## src/rtl/variable_table_readout_pkg.sv

```systemverilog
// Shared types and default widths for the variable table readout path.
// The state encoding is shared so the FSM and any debug taps agree on values.
package variable_table_readout_pkg;

    localparam int VAR_AW   = 11;
    localparam int TID_W    = 4;
    localparam int TABLE_AW = TID_W + VAR_AW;
    localparam int WCNT_W   = VAR_AW + 1;

    typedef enum logic [2:0] {
        S_IDLE,
        S_ISSUE,
        S_CAPTURE,
        S_OUT,
        S_DONE
    } state_t;

endpackage

```

## src/rtl/variable_table_readout_bit_packer.sv

```systemverilog
// Collects table read bits LSB-first into one output word.
// The write position advances per captured bit and resets on clear.
module variable_table_readout_bit_packer #(
    parameter int DATA_WIDTH = 32
) (
    input  logic                  clk_i,
    input  logic                  rst_i,
    input  logic                  i_clear,
    input  logic                  i_shift,
    input  logic                  i_bit,
    output logic [DATA_WIDTH-1:0] o_word
);

    localparam int POS_W = $clog2(DATA_WIDTH);

    logic [DATA_WIDTH-1:0] r_word;
    logic [POS_W-1:0]      r_pos;

    always_ff @(posedge clk_i or posedge rst_i) begin
        if (rst_i) begin
            r_word <= '0;
            r_pos  <= '0;
        end else if (i_clear) begin
            r_word <= '0;
            r_pos  <= '0;
        end else if (i_shift) begin
            r_word[r_pos] <= i_bit;
            r_pos         <= r_pos + POS_W'(1);
        end
    end

    assign o_word = r_word;

endmodule

```

## src/rtl/variable_table_readout.sv

```systemverilog
// Walks one thread's variable region through the table read port and
// streams the assignment bits, packed LSB-first, to the host.
module variable_table_readout
    import variable_table_readout_pkg::*;
#(
    parameter int VARIABLE_ADDRESS_WIDTH = VAR_AW,
    parameter int THREAD_ID_WIDTH        = TID_W,
    parameter int DATA_WIDTH             = 32
) (
    input  logic                                        clk_i,
    input  logic                                        rst_i,
    input  logic                                        start_i,
    input  logic [THREAD_ID_WIDTH-1:0]                  thread_id_i,
    input  logic [VARIABLE_ADDRESS_WIDTH:0]             num_vars_i,
    output logic                                        busy_o,
    output logic                                        done_o,
    output logic                                        rd_en_o,
    output logic [THREAD_ID_WIDTH+VARIABLE_ADDRESS_WIDTH-1:0] rd_addr_o,
    input  logic                                        rd_data_i,
    output logic [DATA_WIDTH-1:0]                       m_data_o,
    output logic                                        m_valid_o,
    output logic                                        m_last_o,
    input  logic                                        m_ready_i
);

    localparam int ADDR_W = THREAD_ID_WIDTH + VARIABLE_ADDRESS_WIDTH;
    localparam int CNT_W  = VARIABLE_ADDRESS_WIDTH + 1;
    localparam int POS_W  = $clog2(DATA_WIDTH);
    localparam logic [POS_W-1:0] POS_LAST = POS_W'(DATA_WIDTH - 1);

    state_t                            r_state;
    logic [THREAD_ID_WIDTH-1:0]        r_tid;
    logic [CNT_W-1:0]                  r_num;
    logic [VARIABLE_ADDRESS_WIDTH-1:0] r_var_idx;
    logic                              r_busy;
    logic                              r_done;
    logic                              r_rd_en;
    logic [ADDR_W-1:0]                 r_rd_addr;
    logic                              r_cap;
    logic                              r_m_valid;
    logic                              r_m_last;
    logic                              r_last_seen;

    logic                              w_start;
    logic                              w_handoff;
    logic                              w_is_last;
    logic                              w_word_end;
    logic [VARIABLE_ADDRESS_WIDTH-1:0] w_var_next;
    logic [DATA_WIDTH-1:0]             w_word;

    assign w_start    = (r_state == S_IDLE) && start_i;
    assign w_handoff  = r_m_valid && m_ready_i;
    assign w_is_last  = {1'b0, r_var_idx} == (r_num - CNT_W'(1));
    assign w_word_end = r_var_idx[POS_W-1:0] == POS_LAST;
    assign w_var_next = r_var_idx + VARIABLE_ADDRESS_WIDTH'(1);

    always_ff @(posedge clk_i or posedge rst_i) begin
        if (rst_i) begin
            r_state     <= S_IDLE;
            r_tid       <= '0;
            r_num       <= '0;
            r_var_idx   <= '0;
            r_busy      <= 1'b0;
            r_done      <= 1'b0;
            r_rd_en     <= 1'b0;
            r_rd_addr   <= '0;
            r_cap       <= 1'b0;
            r_m_valid   <= 1'b0;
            r_m_last    <= 1'b0;
            r_last_seen <= 1'b0;
        end else begin
            r_done <= 1'b0;
            // Read data lands one cycle after the enable.
            r_cap  <= r_rd_en;
            unique case (r_state)
                S_IDLE: begin
                    if (start_i) begin
                        r_tid       <= thread_id_i;
                        r_num       <= num_vars_i;
                        r_var_idx   <= '0;
                        r_last_seen <= 1'b0;
                        if (num_vars_i == '0) begin
                            r_state <= S_DONE;
                            r_done  <= 1'b1;
                        end else begin
                            r_state   <= S_ISSUE;
                            r_busy    <= 1'b1;
                            r_rd_en   <= 1'b1;
                            r_rd_addr <= {thread_id_i,
                                          {VARIABLE_ADDRESS_WIDTH{1'b0}}};
                        end
                    end
                end
                S_ISSUE: begin
                    r_var_idx <= w_var_next;
                    if (w_is_last || w_word_end) begin
                        r_state     <= S_CAPTURE;
                        r_rd_en     <= 1'b0;
                        r_last_seen <= w_is_last;
                    end else begin
                        r_rd_addr <= {r_tid, w_var_next};
                    end
                end
                S_CAPTURE: begin
                    r_state   <= S_OUT;
                    r_m_valid <= 1'b1;
                    r_m_last  <= r_last_seen;
                end
                S_OUT: begin
                    if (w_handoff) begin
                        r_m_valid <= 1'b0;
                        r_m_last  <= 1'b0;
                        if (r_m_last) begin
                            r_state <= S_DONE;
                            r_busy  <= 1'b0;
                            r_done  <= 1'b1;
                        end else begin
                            r_state   <= S_ISSUE;
                            r_rd_en   <= 1'b1;
                            r_rd_addr <= {r_tid, r_var_idx};
                        end
                    end
                end
                S_DONE: begin
                    r_state <= S_IDLE;
                end
                default: begin
                    r_state <= S_IDLE;
                end
            endcase
        end
    end

    variable_table_readout_bit_packer #(
        .DATA_WIDTH(DATA_WIDTH)
    ) u_packer (
        .clk_i   (clk_i),
        .rst_i   (rst_i),
        .i_clear (w_handoff || w_start),
        .i_shift (r_cap),
        .i_bit   (rd_data_i),
        .o_word  (w_word)
    );

    assign busy_o    = r_busy;
    assign done_o    = r_done;
    assign rd_en_o   = r_rd_en;
    assign rd_addr_o = r_rd_addr;
    assign m_data_o  = w_word;
    assign m_valid_o = r_m_valid;
    assign m_last_o  = r_m_last;

endmodule

```

## config.mk

```make
export PLATFORM = sky130hd
export DESIGN_NAME = variable_table_readout
export DESIGN_NICKNAME = d
export VERILOG_FILES = /design/src/rtl/variable_table_readout_pkg.sv /design/src/rtl/variable_table_readout_bit_packer.sv /design/src/rtl/variable_table_readout.sv
export SDC_FILE = /design/constraint.sdc
export NUM_CORES = 1
export LEC_CHECK = 0
export CORE_AREA = 2 2 101 103
export DETAILED_ROUTE_END_ITERATION = 7
export DIE_AREA = 0 0 103 105
export PLACE_DENSITY_LB_ADDON = 0.15
export SKIP_LAST_GASP = 1
export SYNTH_ARGS = -nofsm -noshare
export SYNTH_HDL_FRONTEND = slang
export SYNTH_SLANG_ARGS = --single-unit
```

## constraint.sdc

```tcl
create_clock -name clk_i -period 3.3 [get_ports clk_i]
set_clock_uncertainty 0.1 [all_clocks]
set_input_delay 0.33 -clock clk_i [delete_from_list [all_inputs] [get_ports clk_i]]
set_output_delay 0.33 -clock clk_i [all_outputs]
set_load 0.02 [all_outputs]
```

==> flow_summary.json, run 1 <==
{
  "crit_family": "simple AND/OR/NAND/NOR gates",
  "fillers": 890,
  "yosys_warnings": 0,
  "grt.total_usage": 0.2194,
  "p_sw_uw": 1768,
  "syn_avg_cell_area_um2": 8.714,
  "crit_type": "reg -> reg",
  "synth_area_mm2": 0.004706,
  "cts_tree": "built",
  "max_stage_delay_ns": 0.61,
  "status": "finished clean",
  "path_clk_slew_ns": 0.09,
  "stdcell_area_mm2": 0.005713,
  "critPathMostFrequentCell": "or4_1",
  "grt_pass1_wl_um": 18890,
  "antenna_found_initial": 0,
  "p_leak_uw": 0.002447,
  "synth_cell_types": 51,
  "synth_edf_count": 0,
  "min_path_type": "in -> async",
  "synthMostInstantiatedCell": "dfrtp_1",
  "cts_setup_buffers": 0,
  "peakVddDrop_uv": 359.8,
  "place_congestion": 0.8449,
  "cp_slowest_cell": "or4_1",
  "initial_core_util": 0.4882,
  "power_per_cell_area_mw_per_mm2": 739.1,
  "grt_overflow": 0,
  "dr.pass1.iters": 5,
  "vias": 3987,
  "cts_sinks": 89,
  "crit_fanout": 11,
  "io_pins": 73,
  "p_comb_frac": 0.442,
  "slew_viol_final": 0,
  "drtAntennaViolNets": 0,
  "insertedDiodeCount": 0,
  "p_seq_frac": 0.391,
  "crit_buf_inv": 1,
  "cts_buffers": 9,
  "drt_iter0_markers": 160,
  "rsz0062_at_grt": "false",
  "drive_gt1_frac": 0.07358,
  "grt_pass1_vias": 3821,
  "dieWidth_um": 103,
  "setup_violations": 0,
  "die_height_um": 105,
  "hpwl_um": 7631,
  "p_int_uw": 2455,
  "drt-total-wl_um": 11070,
  "cts_buffer_depth": 2,
  "ys_async_sr_fraction": 1.000,
  "clkPwrFrac": 0.167,
  "seq_area_frac_synth": 0.4733,
  "netlist.area_leader.share": 0.4733,
  "post_cts_resized": 0,
  "synth_cells": 540,
  "h-tree-depth": 3,
  "cp-end-kind": "flip-flop",
  "period_share": 0.9332,
  "worstSetupStartpointType": "flip-flop",
  "critical_path.cell_chain": "or4_1 > or4_1 > a32oi_1 > o21ai_1 > a31o_2 > a21oi_4 > buf_12 > mux2_2",
  "period_needed_ns": 3.080,
  "report.power.total_uw": 4223,
  "rows": 36,
  "drc": 0,
  "fmax_mhz": 324.7,
  "synth_common_cells": "89 x dfrtp_1, 88 x nand2_1, 65 x nor2_1, 53 x o21ai_0, 40 x a21oi_1",
  "coreArea_mm2": 0.009639,
  "netlist_top_cells_area": "dfrtp_1 47%, nand2_1 7.0%, o21ai_0 5.6%",
  "synth_largest_area_cell": "dfrtp_1",
  "insertion_delay_ns": 0.36,
  "ys_ff_latch": 89,
  "portBuffers": 72,
  "routedWlPerCell_um": 15.14,
  "grt_max_degree": 50,
  "relSlewSlack": 0.2307,
  "hold_violations": 0,
  "clockRootBuffer": "clkbuf_8",
  "area_growth_pct": 21.40,
  "syn-num-nets": 568,
  "ctsHoldBuffers": 0,
  "swShare": 0.4187,
  "placed_area_mm2": 0.005530,
  "synth_ff_type": "dfrtp_1",
  "layout.nets": 621,
  "drv_cap": 0,
  "critPathRequiredTime_ns": 3.45,
  "vias_per_cell": 5.454,
  "tightest_slew_ns": 1.150,
  "setup_tns_ns": 0,
  "arrival_ns": 3.23,
  "whs_ns": 0.2726,
  "die_area_mm2": 0.01082
}
==> area by class of cell <==
type                       instances  area [um2]  area share
timing repair buffer              80       805.8      0.1410
tap                              133       166.4     0.02913
clock buffer                      12       155.1     0.02716
clock inverter                     4       27.53    0.004818
multi-input combinational        401        2285      0.3999
inverter                          12       46.29    0.008103
sequential                        89        2227      0.3898
==> kinds of logic after synthesis <==
family	Yosys count	synth area share
mux	22	0.05557
fa+ha+maj	7	0.01861
simple gates	226	0.2188
xor+xnor	18	0.03350
flops	89	0.4733
compound gates	128	0.1577
buf+inv	50	0.04254
==> cell usage in the layout, fill, tap and decap left out, types with 4 or more instances in the layout <==
| cell | count |
|---|---|
| dfrtp_1 | 89 |
| nand2_1 | 88 |
| clkdlybuf4s50_1 | 72 |
| nor2_1 | 65 |
| o21ai_0 | 53 |
| a21oi_1 | 40 |
| nand3_1 | 15 |
| inv_1 | 11 |
| xnor2_1 | 11 |
| clkbuf_8 | 11 |
| o31ai_1 | 8 |
| nor3_1 | 8 |
| mux2_2 | 8 |
| and3_1 | 7 |
| xor2_1 | 7 |
| mux2i_1 | 7 |
| or3_1 | 7 |
| ha_1 | 7 |
| nor4_1 | 6 |
| mux2_4 | 6 |
| buf_4 | 6 |
| and2_1 | 5 |
| a31oi_1 | 5 |
| nand2b_1 | 4 |
| nand3b_1 | 4 |
==> power by group through the flow <==
stage               combinational (uW)  clock [uW]  sequential (uW)
detailed placement                1860           0             1660
global placement                  1820           0             1650
global route                      2090         763             1700
finish                            1870         704             1650
CTS                               1870         724             1640
floorplan                         1260           0             1670
==> sequential cells by signal, summed over array words and instances, names as in the netlist, 3 cells and up <==
name,count
r_num,12
r_state,3
r_tid,4
r_var_idx,11
rd_addr_o,15
u_packer.o_word,32
u_packer.r_pos,5
==> metrics by stage <==
step             util  std cells  setup WS, ns
2_1_floorplan       -        540        0.3724
3_3_place_gp   0.5737        715        0.2834
3_5_place_dp   0.5737        715        0.2434
4_1_cts        0.5927        731        0.2423
5_1_grt        0.5927        731       0.05827
6_report       0.5927        731        0.2204
==> routing by layer <==
| metal | vias up | GRT usage | share of wire |
|---|---|---|---|
| met2 | 117 | 0.3159 | 0.43 |
| li1 | 1967 | - | - |
| met5 | - | 0 | 0 |
| met1 | 1893 | 0.3395 | 0.51 |
| met4 | 0 | 0.06485 | 0.014 |
| met3 | 10 | 0.03278 | 0.048 |
==> final timing paths <==
| path | from | end | cells after the start | slack [ns] |
|---|---|---|---|---|
| setup / recovery | r_num[4] | rd_addr_o[10] | 8 | 0.22 |
| hold / removal | rst_i | u_packer.o_word[2] | 2 | 0.27 |
| setup reg to reg | r_num[4] | rd_addr_o[10] | 8 | 0.22 |
| hold reg to reg | rd_en_o | r_cap | 0 | 0.33 |
| max in group asynchronous | rst_i | r_num[11] | 3 | 2.12 |
| min in group clk_i | rd_en_o | r_cap | 0 | 0.33 |
Power figures use the tool's default switching activity.
==> run 2, diff against run 1 <==
- CORE_AREA: 2 2 101 103 -> 2 2 102 104
- DIE_AREA: 0 0 103 105 -> 0 0 104 106
- GPL_TIMING_DRIVEN: not set -> 0
- SYNTH_HIERARCHICAL: not set -> 1
==> run 2 against run 1 <==
Via count fell by 3.8%. Synthesized cell count fell by 11%. Register-to-register slack got worse by 0.05 ns. Sequential share of layout area fell by 1.9 points. Largest cell class unchanged. Highest routed layer unchanged.
==> flow_summary.json, run 2 <==
{
  "status": "finished clean",
  "stdcell_area_mm2": 0.006002,
  "yosys_warnings": 6,
  "largest_register_ffs": 32,
  "insertedDiodeCount": 0,
  "grt.total_usage": 0.2122,
  "drv_cap": 0,
  "arrival_ns": 3.26,
  "netlist_top_cells_area": "dfrtp_1 46%, mux2i_1 7.2%, mux2_2 4.6%",
  "critPathCapture": "rd_addr_o[7]",
  "startpoint": "r_num[0]",
  "clockRootBuffer": "clkbuf_8",
  "place_congestion": 0.8303,
  "r2r_cells": 9,
  "final_common_cell": "dfrtp_1",
  "grt_max_degree": 38,
  "cts_sinks": 89,
  "synth_cells": 482,
  "drc": 0,
  "synth_ff_type": "dfrtp_1",
  "layout.nets": 594,
  "finish.utilization": 0.6002,
  "setup_slack_ns": 0.1745,
  "cts_tree": "built",
  "crit_fanout": 9,
  "synth_common_cells": "89 x dfrtp_1, 60 x nand2_1, 36 x nand2b_1, 35 x mux2i_1, 28 x nor2_1",
  "syn-num-nets": 510,
  "antenna_found_initial": 0,
  "reg2reg_from": "r_num[0]",
  "cts_buffers": 9,
  "io_pins": 73,
  "vias_per_cell": 5.423,
  "report.power.total_uw": 4579,
  "critPathRequiredTime_ns": 3.43,
  "die_area_mm2": 0.01102,
  "r2r_end": "rd_addr_o[7]",
  "die_height_um": 106,
  "place_ws_ns": -0.4773,
  "period_needed_ns": 3.125,
  "netlist.area_leader.share": 0.4571,
  "area_growth_pct": 23.19,
  "path_clk_slew_ns": 0.09,
  "grt_pass1_vias": 3830,
  "hpwl_um": 8055,
  "worstSetupStartpointType": "flip-flop",
  "synth_cell_types": 59,
  "coreArea_mm2": 0.01000,
  "setup_violations": 0,
  "grt_pass1_wl_um": 19040,
  "tightest_slew_ns": 0.7809,
  "drive_gt1_frac": 0.1349,
  "relSlewSlack": 0.4786,
  "grt_overflow": 0,
  "synth_area_mm2": 0.004872,
  "hold_violations": 0,
  "h-tree-depth": 3,
  "crit_type": "reg -> reg",
  "dr.pass1.iters": 7,
  "dieWidth_um": 104,
  "cp-end-kind": "flip-flop",
  "drt_iter0_markers": 160,
  "cts_buffer_depth": 2,
  "placed_area_mm2": 0.005783,
  "drtAntennaViolNets": 0,
  "portBuffers": 72,
  "vias": 3834,
  "reg2reg_slack_ns": 0.17,
  "finalNonFillerCells": 707,
  "initial_core_util": 0.4872,
  "p_leak_uw": 0.002704,
  "ys_ff_latch": 89,
  "syn_avg_cell_area_um2": 10.11,
  "drt-total-wl_um": 11130,
  "rows": 37,
  "ys_async_sr_fraction": 1.000,
  "routedWlPerCell_um": 15.74,
  "slew_viol_final": 0,
  "peakVddDrop_uv": 401.2,
  "synth_largest_area_cell": "dfrtp_1",
  "final_cell_mix": "89 x dfrtp_1, 72 x clkdlybuf4s50_1, 60 x nand2_1",
  "power_per_cell_area_mw_per_mm2": 762.9,
  "seq_area_frac_synth": 0.4571,
  "min_path_type": "in -> async",
  "insertion_delay_ns": 0.35,
  "period_share": 0.9471,
  "synthMostInstantiatedCell": "dfrtp_1",
  "dp.cells": 691,
  "fmax_mhz": 320.0,
  "synth_edf_count": 0
}
-- run 2: cell count changes after synthesis, sizes merged, moves of 17 or more --
cell / change
nand2b: +32
mux2i: +28
nor2: -37
nand2: -28
o21ai: -31
a21oi: -39
clkbuf: -17
-- run 2: power by group --
group          switching [uW]  leakage (uW)  internal, uW  total (uW)
clock                     409     0.0000842           318         727
sequential                253       0.00116          1390        1640
combinational            1210       0.00146           999        2210
total                    1870       0.00270          2710        4580
-- run 2: cell type report --
| type | instances | area [um2] |
|---|---|---|
| buffer | 34 | 168.9 |
| tap | 136 | 170.2 |
| fill | 908 | 3998 |
| clock buffer | 11 | 151.4 |
| timing repair buffer | 73 | 740.7 |
| inverter | 10 | 37.54 |
| sequential | 89 | 2227 |
| multi-input combinational | 349 | 2467 |
| clock inverter | 5 | 38.79 |
-- run 2: worst max-delay path, stage by stage, from the launching register on --
cell and delay [ns]:
dfrtp_1 0.44, inv_1 0.10, ha_2 0.26, or4b_4 0.52, o31a_2 0.35, nor4_2 0.26
o211ai_2 0.17, o31a_2 0.47, o21ai_4 0.24, o2bb2ai_1 0.11
-- run 2: per-layer routing --
metal  up-vias  GRT usage  share of wire
met5         -          0              0
met4         0    0.05888          0.016
met3        15    0.04169          0.042
met2        95     0.3886           0.52
met1      1889     0.2543           0.42
li1       1835          -              -
-- run 2: cell families (layout without fill, tap and decap cells) --
family | after synthesis | after routing | synth area share
xor gates and xnor gates | 25 | 25 | 0.04494
and+or+nand+nor | 196 | 196 | 0.2175
buffers and inverters | 44 | 133 | 0.04237
adders and majority gates | 7 | 7 | 0.01798
AOI/OAI and AO/OA | 66 | 66 | 0.1020
muxes | 55 | 55 | 0.1181
DFF | 89 | 89 | 0.4571
-- run 2: how the worst min path moves through the flow --
stage                        from        to  depth (start not counted)
floorplan           num_vars_i[0]  r_num[0]                          2
global placement          rd_en_o     r_cap                          0
detailed placement        rd_en_o     r_cap                          0
CTS                         rst_i    done_o                          2
global route                rst_i    done_o                          2
finish                      rst_i    done_o                          2
-- run 2: repair_timing --
item	in CTS	in global routing
buffers inserted	0	0
hold buffers	0	0
setup endpoints to repair	35	16
pin swaps	0	0
gates resized for setup	1	4
-- run 2: metrics by stage --
step,TNS (ns),hold slack (ns)
6_report,0,0.2257
5_1_grt,-0.2262,0.2612
4_1_cts,0,0.2372
3_5_place_dp,-15.76,0.2949
3_3_place_gp,-13.94,0.2863
2_1_floorplan,0,0.3468
==> run 3, diff against run 2 <==
- CTS_CLUSTER_SIZE: not set -> 24
- SKIP_CTS_REPAIR_TIMING: not set -> 1
==> run 3 against run 2 <==
Fmax is 0.43% higher. Highest routed layer unchanged. Critical path depth did not move. Worst setup slack better by 0.014 ns. Sequential share of layout area is the same. Critical path type unchanged. Critical endpoint unchanged. Register-to-register slack about the same. First-iteration DRC count down 25%.
==> flow_summary.json, run 3 (synthesis gave the netlist of run 2 again) <==
{
  "min_path_type": "in -> async",
  "final_common_cell": "dfrtp_1",
  "insertion_delay_ns": 0.35,
  "period_share": 0.9430,
  "power_per_cell_area_mw_per_mm2": 762.8,
  "cp_slowest_cell": "or4b_4",
  "cts_buffers": 9,
  "p_leak_uw": 0.002704,
  "setup_violations": 0,
  "vias": 3828,
  "drt-total-wl_um": 11100,
  "peakVddDrop_uv": 401.0,
  "hold_violations": 0,
  "place_congestion": 0.8303,
  "dr.pass1.iters": 7,
  "hpwl_um": 8055,
  "h-tree-depth": 3,
  "cp-end-kind": "flip-flop",
  "drc": 0,
  "antenna_found_initial": 0,
  "vias_per_cell": 5.414,
  "die_height_um": 106,
  "arrival_ns": 3.25,
  "grt_pass1_wl_um": 19090,
  "crit_buf_inv": 1,
  "slew_viol_final": 0,
  "cts_sinks": 89,
  "crit_type": "reg -> reg",
  "cts_tree": "built",
  "clockRootBuffer": "clkbuf_8",
  "grt_overflow": 0,
  "max_stage_delay_ns": 0.52,
  "crit_family": "compound AO/OA/AOI/OAI gates",
  "cts_buffer_depth": 2,
  "path_clk_slew_ns": 0.10,
  "grt_max_degree": 38,
  "fmax_mhz": 321.3,
  "place_ws_ns": -0.4773,
  "portBuffers": 72,
  "drtAntennaViolNets": 0,
  "coreArea_mm2": 0.01000,
  "critical_path.cell_chain": "inv_1 > ha_2 > or4b_4 > o31a_2 > nor4_2 > o211ai_2 > o31a_2 > o21ai_4 > o2bb2ai_1",
  "tightest_slew_ns": 0.7806,
  "setup_slack_ns": 0.1880,
  "relSlewSlack": 0.4789,
  "drive_gt1_frac": 0.1349,
  "insertedDiodeCount": 0,
  "routedWlPerCell_um": 15.70,
  "grt.total_usage": 0.2127,
  "finish.utilization": 0.6002,
  "critPathRequiredTime_ns": 3.43,
  "drt_iter0_markers": 120,
  "crit_fanout": 9,
  "rows": 37,
  "initial_core_util": 0.4872,
  "layout.nets": 594,
  "status": "finished clean",
  "worstSetupStartpointType": "flip-flop",
  "io_pins": 73,
  "die_area_mm2": 0.01102,
  "drv_cap": 0,
  "dieWidth_um": 104,
  "final_cell_mix": "89 x dfrtp_1, 72 x clkdlybuf4s50_1, 60 x nand2_1",
  "critPathMostFrequentCell": "o31a_2",
  "period_needed_ns": 3.112,
  "reg2reg_slack_ns": 0.19,
  "largest_register_ffs": 32,
  "grt_pass1_vias": 3815,
  "area_growth_pct": 23.19
}
[run 3: cell counts in the layout (fill, tap and decap cells not counted)]
No cell type changed its count.
[run 3: routing by layer]
layer,global-route usage,up-vias,part of all wire
met5,0,-,0
met4,0.05888,0,0.014
met3,0.04169,13,0.043
met2,0.3886,91,0.52
met1,0.2559,1885,0.42
li1,-,1839,-
[run 3: stage by stage]
step	cells	TNS (ns)	total power (uW)	area, um2	hold slack (ns)
after global placement	690	-13.94	3775	5763	0.2863
after global routing	707	-0.2262	4942	6002	0.2612
after detailed placement	691	-15.76	3849	5783	0.2949
after floorplan	482	0	3151	4872	0.3468
final	707	0	4579	6002	0.2241
after CTS	707	-7.266	4579	5973	0.2372
[run 3: final timing paths]
check                           startpoint                  end  cells after the start
worst min-delay path                 rst_i               done_o                      2
max in group asynchronous            rst_i  u_packer/o_word[17]                      2
worst max register to register    r_num[0]         rd_addr_o[7]                      9
worst min register to register     rd_en_o                r_cap                      0
worst max-delay path              r_num[0]         rd_addr_o[7]                      9
min in group clk_i                 rd_en_o                r_cap                      0
[run 3: layout make-up]
class / count / area, um2
fillers: 908 / 3998
plain buffers: 34 / 168.9
flip-flops and latches: 89 / 2227
multi-input cells: 349 / 2467
clock buffers: 11 / 151.4
inverters: 10 / 37.54
repair buffers: 73 / 740.7
well taps: 136 / 170.2
clock inverters: 5 / 38.79
[run 3: where the power goes]
| group | internal, uW | switching, uW | total (uW) |
|---|---|---|---|
| registers | 1390 | 252 | 1640 |
| clock network | 318 | 409 | 727 |
| logic | 999 | 1210 | 2210 |
| total | 2710 | 1870 | 4580 |
